[src/rtl/binary_gcd_engine.sv]
// Binary (Stein) GCD coprocessor: start/done handshake, shift/subtract datapath.
// Optional feature macro: GCD_ITER_CNT_EN adds the 8-bit saturating iters port
// reporting the number of CALC cycles used by the most recent operation.
// Outputs busy/done/gcd are registered from the current state, so they trail
// the state register by one cycle.
module binary_gcd_engine #(
  parameter int unsigned WIDTH       = 16,
  parameter int unsigned DONE_CYCLES = 2
) (
  input  logic             clk,
  input  logic             rst_n,
  input  logic             start,
  input  logic [WIDTH-1:0] a,
  input  logic [WIDTH-1:0] b,
  output logic             busy,
  output logic             done,
  output logic [WIDTH-1:0] gcd
`ifdef GCD_ITER_CNT_EN
  ,
  output logic [7:0]       iters
`endif
);

  localparam int unsigned KW = $clog2(WIDTH + 1);
  localparam int unsigned HW = (DONE_CYCLES > 1) ? $clog2(DONE_CYCLES) : 1;

  typedef enum logic [1:0] {
    IDLE = 2'd0,
    CALC = 2'd1,
    DONE = 2'd2
  } state_t;

  state_t           state, state_next;
  logic [WIDTH-1:0] x, x_next;
  logic [WIDTH-1:0] y, y_next;
  logic [KW-1:0]    k, k_next;
  logic [WIDTH-1:0] res, res_next;
  logic [HW-1:0]    hold, hold_next;
  logic [WIDTH:0]   diff_xy;
  logic [WIDTH-1:0] diff_yx;
  logic             calc_fin;

  // Single subtract pair: borrow of x-y doubles as the x>=y decision
  always_comb begin
    diff_xy = {1'b0, x} - {1'b0, y};
    diff_yx = y - x;
  end

  assign calc_fin = (state == CALC) && ((x == '0) || (y == '0));

  // Next-state and datapath step logic
  always_comb begin
    state_next = state;
    x_next     = x;
    y_next     = y;
    k_next     = k;
    res_next   = res;
    hold_next  = hold;
    case (state)
      IDLE: begin
        if (start) begin
          x_next     = a;
          y_next     = b;
          k_next     = '0;
          state_next = CALC;
        end
      end
      CALC: begin
        if (x == '0) begin
          res_next   = y << k;
          hold_next  = '0;
          state_next = DONE;
        end else if (y == '0) begin
          res_next   = x << k;
          hold_next  = '0;
          state_next = DONE;
        end else if (!x[0] && !y[0]) begin
          x_next = x >> 1;
          y_next = y >> 1;
          k_next = k + KW'(1);
        end else if (!x[0]) begin
          x_next = x >> 1;
        end else if (!y[0]) begin
          y_next = y >> 1;
        end else if (!diff_xy[WIDTH]) begin
          x_next = diff_xy[WIDTH-1:0] >> 1;
        end else begin
          y_next = diff_yx >> 1;
        end
      end
      DONE: begin
        if (hold == HW'(DONE_CYCLES - 1)) begin
          state_next = IDLE;
        end else begin
          hold_next = hold + HW'(1);
        end
      end
      default: begin
        state_next = IDLE;
      end
    endcase
  end

  // State, datapath and registered outputs
  always_ff @(posedge clk) begin
    if (!rst_n) begin
      state <= IDLE;
      x     <= '0;
      y     <= '0;
      k     <= '0;
      res   <= '0;
      hold  <= '0;
      busy  <= 1'b0;
      done  <= 1'b0;
      gcd   <= '0;
    end else begin
      state <= state_next;
      x     <= x_next;
      y     <= y_next;
      k     <= k_next;
      res   <= res_next;
      hold  <= hold_next;
      busy  <= (state != IDLE);
      done  <= (state == DONE);
      gcd   <= (state == DONE) ? res : '0;
    end
  end

`ifdef GCD_ITER_CNT_EN
  logic [7:0] cnt, cnt_next, cnt_inc, iters_next;

  // Saturating CALC-cycle counter; snapshot taken on the terminating step
  always_comb begin
    cnt_next   = cnt;
    iters_next = iters;
    cnt_inc    = (cnt == 8'hFF) ? cnt : (cnt + 8'd1);
    if (state == IDLE && start) begin
      cnt_next = '0;
    end else if (state == CALC) begin
      cnt_next = cnt_inc;
      if (calc_fin) begin
        iters_next = cnt_inc;
      end
    end
  end

  // Iteration counter registers
  always_ff @(posedge clk) begin
    if (!rst_n) begin
      cnt   <= '0;
      iters <= '0;
    end else begin
      cnt   <= cnt_next;
      iters <= iters_next;
    end
  end
`endif

endmodule
[config.mk]
export PLATFORM = sky130hd
export DESIGN_NAME = binary_gcd_engine
export DESIGN_NICKNAME = d
export VERILOG_FILES = /design/src/rtl/binary_gcd_engine.sv
export SDC_FILE = /design/constraint.sdc
export NUM_CORES = 1
export LEC_CHECK = 0
export ABC_AREA = 1
export CAP_MARGIN = 20
export CORE_MARGIN = 5
export CORE_UTILIZATION = 35
export CTS_CLUSTER_SIZE = 40
export DETAILED_ROUTE_END_ITERATION = 7
export HOLD_SLACK_MARGIN = 0.02
export REMOVE_ABC_BUFFERS = 1
export SYNTH_ARGS = -nofsm -noshare
export SYNTH_HDL_FRONTEND = slang
export SYNTH_SLANG_ARGS = --single-unit
[constraint.sdc]
create_clock -name clk -period 3.4 [get_ports clk]
set_clock_uncertainty 0.1 [all_clocks]
set_input_delay 0.68 -clock clk [delete_from_list [all_inputs] [get_ports clk]]
set_output_delay 0.68 -clock clk [all_outputs]
set_load 0.01 [all_outputs]
==> results.toml, run 1 <==
[run_status]
result_of_the_run = "finished clean"

[detailed_routing]
routed_wire_length_per_instance_um = 15.7
dr.pass1.iters = 6
via_per_inst = 5.15
dr_total_vias = 6042
remaining_drc_errors = 0
routed_wl_mm = 18.5
route.antenna.remaining_nets = 0
detail_route.iter0.violations = 718

[timing]
slew-limit-headroom = 0.611
finalSetupViolations = 0
final.setup.tns_ns = 0
worst-slew-pin-transition_ns = 0.583
setup_repair_after_global_routing_missed_its_margin = "false"
min_period_ns = 2.80
final-hold-violation-count = 0
fmaxAchievable_mhz = 357
finalMaxSlewViolations = 0
finalCritPeriodShare = 0.823

[clocking]
cts_root_buffer = "clkbuf_16"
tritoncts = "yes"
skew_pair_late_insertion_delay_ns = 0.35
cts.repair.resized = 0
numCtsBuffers = 9
total_number_of_clock_tree_sinks = 74
postCtsSetupBuffers = 0
hold_buffers = 0
clk_path_buf_depth = 2
htreeDepth = 3
clk_transition_reported_paths_ns = 0.06

[final_layout]
design.final.nets = 1020
antenna_cells_inserted = 0
most-common-layout-cells = "201 x nand2_1, 135 x nand3_1, 103 x a21oi_1"
mostFrequentLayoutCell = "nand2_1"
layout-drive-gt1-share = 0.0647
layout_overhead_on_the_synthesized_area_pct = 16.4
fillCellCount = 1761
stdcell_area_mm2 = 0.00662
layout.cells.non_filler = 1174

[critical_path]
worst-endpoint-required_ns = 3.58
worst_path_bufs_invs = 1
cpPeakStageDelay_ns = 0.50
timing.critical_path.fanout_max = 13
crit_path_end_kind = "register"
slowest_stage = "dfxtp_1"
rr_startpoint = "y[6]$_SDFFE_PN0P_"
timing.setup.critical_path_class = "register to register"
worst_r2r_end = "x[1]$_SDFFE_PN0P_"
worst-r2r-setup-slack_ns = 0.60
crit_chain = "inv_1 > ha_1 > nand2_1 > nor2_2 > nand2_1 > nand2_2 > nand3_2 > nand2_2 > nand3_2 > o21ai_0 > o21ai_0 > a21oi_1"
timing.critical_path.arrival_ns = 2.98
worst_r2r_path_depth = 12
crit_family = "simple AND/OR/NAND/NOR gates"
worstSetupStartpointType = "register"

[pwr]
ir_worst_vdd_mv = 0.329
static_leak_nw = 2.90
power.density_mw_per_mm2 = 603

[global_route]
globalRouteTotalUtil = 0.200
grt_overflow = 0
first_global_vias = 5479
grt_pass1_wl_mm = 29.4
antenna_found_initial = 0
grt_start_max_net_pins = 36

[floorplan]
start_util = 0.357
std_cell_rows = 46
fp.dieH_um = 137
die-area_mm2 = 0.0189
chipWidth_um = 137
top_level_ports = 53
coreArea_mm2 = 0.0159

[placement]
dpl.hpwl_mm = 14.2
port-buffer-count = 52
placed_cells = 1158
gpl.final_weighted_congestion = 0.965
placed_area_mm2 = 0.00634

[synthesis]
synthesis.yosys.warnings = 0
async_reset_ff_frac = 0
synth_seq_area_share = 0.260
post_synth.cell_area_avg_um2 = 6.19
post_synth_inst_count = 919
synth_ff_type = "dfxtp_1"
post_synth_edffs = 0
netlist_area_mm2 = 0.00569
yosysUniqueCellTypes = 40
ys_seq_elements = 74

[worst_hold_path]
hold_path_depth = 2
hold_path.startpoint = "res[3]$_SDFFE_PN0P_"
timing.hold.worst.class = "register to register"
hold_end = "gcd[3]$_SDFF_PN0_"

[run]
max-cap-violations = 0
logic make-up (layout without fill, tap and decap cells):
group           Yosys count  after routing  synth area share
compound gates          176            176             0.161
xor+xnor                 19             19            0.0293
fa+ha+maj                32             32            0.0730
buf+inv                 141            180             0.106
flops                    74             74             0.260
simple gates            477            477             0.370
cell usage after synthesis, types with 3 or more instances:
library cell,number,area [um^2]
nand4_1,7,43.8
ha_1,30,375
clkinv_1,6,22.5
xor2_1,18,158
nor2_4,3,33.8
nand3_2,3,30.0
o21bai_1,5,37.5
buf_6,6,67.6
or2_2,6,37.5
a21oi_1,103,515
o21ai_0,52,260
nand3_1,135,676
nand2_1,201,754
nor3_1,4,20.0
o21ai_1,7,35.0
clkbuf_1,21,78.8
nor2_2,3,18.8
dfxtp_1,74,1480
inv_1,87,327
buf_2,11,55.1
nand2_2,8,50.1
nor2_1,101,379
inv_2,7,26.3
where the power goes:
part	internal [mW]	total (mW)	switching (mW)
Clock	0.514	0.920	0.406
Combinational	0.651	2.00	1.35
Sequential	0.945	1.07	0.125
state kept, by name (all words and copies together), names as in the netlist:
register,count
gcd,16
res,16
x,16
y,16
k,5
state,2
busy,1
done,1
hold,1
layout make-up:
class                           count  area (um^2)  share of cell area
Multi-Input combinational cell    704         3600               0.544
Sequential cell                    74         1480               0.224
Timing Repair Buffer               64          611              0.0922
Inverter                          100          375              0.0567
Tap cell                          216          270              0.0408
Clock buffer                       10          239              0.0361
Clock inverter                      6         41.3             0.00624
worst max path at each step:
stage,startpoint,to,slack [ns],cells past startpoint
floorplan,state[0]$_SDFFE_PN0P_,y[14]$_SDFFE_PN0P_,0.59,9
global placement,x[0]$_SDFFE_PN0P_,y[11]$_SDFFE_PN0P_,0.69,10
detailed placement,x[1]$_SDFFE_PN0P_,y[9]$_SDFFE_PN0P_,0.68,12
CTS,y[6]$_SDFFE_PN0P_,x[1]$_SDFFE_PN0P_,0.66,12
global route,x[14]$_SDFFE_PN0P_,y[13]$_SDFFE_PN0P_,0.32,12
finish,y[6]$_SDFFE_PN0P_,x[1]$_SDFFE_PN0P_,0.60,12
per-layer routing:
| layer | track usage | vias up | share of wire |
|---|---|---|---|
| li1 | - | 3072 | - |
| met1 | 0.292 | 2741 | 0.49 |
| met2 | 0.301 | 202 | 0.42 |
| met3 | 0.0256 | 27 | 0.065 |
| met4 | 0.0710 | 0 | 0.025 |
| met5 | 0 | - | 0 |
through the flow:
| step | hold WS [ns] | utilization | setup slack [ns] | power, mW |
|---|---|---|---|---|
| floorplan | 0.308 | - | 0.595 | 2.45 |
| global placement | 0.318 | 0.398 | 0.688 | 3.06 |
| detailed placement | 0.320 | 0.398 | 0.682 | 3.04 |
| CTS | 0.329 | 0.415 | 0.660 | 3.97 |
| global route | 0.339 | 0.415 | 0.319 | 4.28 |
| finish | 0.326 | 0.415 | 0.601 | 3.99 |
worst register-to-register path: stages, from the launching register on:
cell and delay (ns):
dfxtp_1 0.50, inv_1 0.11, ha_1 0.36, nand2_1 0.17, nor2_2 0.19, nand2_1 0.08, nand2_2 0.10, nand3_2 0.08
nand2_2 0.11, nand3_2 0.31, o21ai_0 0.35, o21ai_0 0.14, a21oi_1 0.14
No activity file was read; power rests on OpenSTA's default activity.
==> inputs of run 2 (changes only) <==
==> constraint.sdc (replaced) <==
create_clock -name clk -period 2.8 [get_ports clk]
set_clock_uncertainty 0.1 [all_clocks]
set_input_delay 0.56 -clock clk [delete_from_list [all_inputs] [get_ports clk]]
set_output_delay 0.56 -clock clk [all_outputs]
set_load 0.01 [all_outputs]
==> run 2 against run 1 <==
Effect of this change: critical path type unchanged; via count is 2.0% higher; routed wire length is 2.7% higher; utilization is 1.2 points higher; sequential power is 17% higher; clock power is 29% higher.
==> results.toml, run 2 (same netlist as run 1, synthesis figures left out) <==
[detailed_routing]
dr.pass1.iters = 7
route.antenna.remaining_nets = 0
via_per_inst = 5.16
routed_wire_length_per_instance_um = 15.9
routed_wl_mm = 19.0
remaining_drc_errors = 0
detail_route.iter0.violations = 570
dr_total_vias = 6160

[timing]
fmaxAchievable_mhz = 386
worst-slew-pin-transition_ns = 0.523
finalMaxSlewViolations = 0
finalSetupViolations = 0
finalHoldWorstSlack_ns = 0.321
slew-limit-headroom = 0.649
final.setup.tns_ns = 0
min_period_ns = 2.59
final_critical_path_setup_slack_ns = 0.209
setup_repair_after_global_routing_missed_its_margin = "false"
final-hold-violation-count = 0
finalCritPeriodShare = 0.925

[floorplan]
top_level_ports = 53
die-area_mm2 = 0.0189
std_cell_rows = 46
chipWidth_um = 137
fp.dieH_um = 137
start_util = 0.357
coreArea_mm2 = 0.0159

[final_layout]
stdcell_area_mm2 = 0.00681
finish.utilization = 0.427
antenna_cells_inserted = 0
design.final.nets = 1040
most-common-layout-cells = "201 x nand2_1, 135 x nand3_1, 102 x a21oi_1"
layout.area.seq_mm2 = 0.00148
multi_input_gate_area_in_the_final_layout_mm2 = 0.00361
fillCellCount = 1722
mostFrequentLayoutCell = "nand2_1"
layout.cells.non_filler = 1194
layout_overhead_on_the_synthesized_area_pct = 19.7
layout-drive-gt1-share = 0.0838

[global_route]
first_global_vias = 5824
globalRouteTotalUtil = 0.207
grt.busiest_layer = "met2"
grt_start_max_net_pins = 23
antenna_found_initial = 0
met1_usage = 0.295
grt_use_met3 = 0.0358
met2_usage = 0.317
grt_overflow = 0
grt_pass1_wl_mm = 30.4

[critical_path]
worstSetupStartpointType = "register"
critPathMostFrequentCell = "nand2_1"
crit_family = "compound AO/OA/AOI/OAI gates"
crit_chain = "inv_1 > ha_1 > inv_1 > o21bai_1 > nand2_1 > nand2_1 > a21oi_2 > nand2_2 > nand3_1 > nand2_1 > buf_4 > a21oi_1 > nor2_1"
crit_path_end_kind = "register"
worst-endpoint-required_ns = 2.93
timing.critical_path.fanout_max = 13
worst-r2r-setup-slack_ns = 0.21
slowest_stage = "dfxtp_1"
worst_path_bufs_invs = 3
timing.critical_path.arrival_ns = 2.72
timing.setup.critical_path_class = "register to register"
cpPeakStageDelay_ns = 0.41

[pwr]
totalPowerFinal_mw = 5.03
ir_worst_vdd_mv = 0.337
static_leak_nw = 3.01
power.density_mw_per_mm2 = 739

[placement]
port-buffer-count = 52
gpl.final_weighted_congestion = 0.936
placed_cells = 1178
dpl.hpwl_mm = 14.9
place_worst_setup_slack_ns = 0.207
placed_area_mm2 = 0.00649

[clocking]
tritoncts = "yes"
cts_root_buffer = "clkbuf_16"
clk_path_buf_depth = 2
skew_pair_late_insertion_delay_ns = 0.35
numCtsBuffers = 9
htreeDepth = 3
hold_buffers = 0
total_number_of_clock_tree_sinks = 74
clk_transition_reported_paths_ns = 0.06

[run]
max-cap-violations = 0

[run_status]
result_of_the_run = "finished clean"

[worst_hold_path]
timing.hold.worst.class = "register to register"
run 2: cell types whose count changed in the layout (fill, tap and decap cells not counted), sizes merged:
cell / previous run / this run
clkinvlp: 3 / 2
bufinv: 0 / 1
clkinv: 8 / 7
inv: 95 / 94
buf: 12 / 32
clkbuf: 10 / 12
run 2: timing repair:
item	CTS	global route
endpoints found under the setup margin	0	6
buffers inserted	0	0
resized for setup	0	6
run 2: path summary, 6_finish.rpt:
check	from	end	cells after the start
setup reg to reg	y[9]$_SDFFE_PN0P_	y[2]$_SDFFE_PN0P_	13
setup / recovery	y[9]$_SDFFE_PN0P_	y[2]$_SDFFE_PN0P_	13
hold / removal	res[10]$_SDFFE_PN0P_	gcd[10]$_SDFF_PN0_	2
hold reg to reg	res[10]$_SDFFE_PN0P_	gcd[10]$_SDFF_PN0_	2
run 2: report_power, final:
part | switching [mW] | internal (mW)
clock network | 0.472 | 0.715
registers | 0.107 | 1.15
logic | 1.72 | 0.865
total | 2.30 | 2.73
run 2: cell type report:
type,count,area share
Tap cell,216,0.0397
Clock buffer,12,0.0362
Inverter,100,0.0561
Clock inverter,4,0.00754
Timing Repair Buffer,84,0.112
Sequential cell,74,0.218
Multi-Input combinational cell,704,0.531
run 2: worst reg2reg max path: stages, from the launching register on:
cell      delay (ns)
dfxtp_1         0.41
inv_1           0.10
ha_1            0.36
inv_1           0.16
o21bai_1        0.12
nand2_1         0.07
nand2_1         0.07
a21oi_2         0.20
nand2_2         0.11
nand3_1         0.09
nand2_1         0.13
buf_4           0.22
a21oi_1         0.24
nor2_1          0.08
run 2: per-layer routing:
metal	share of wire	wire length (um)
met4	0.020	375
met1	0.49	9280
met5	0	0
met2	0.43	8230
met3	0.058	1110
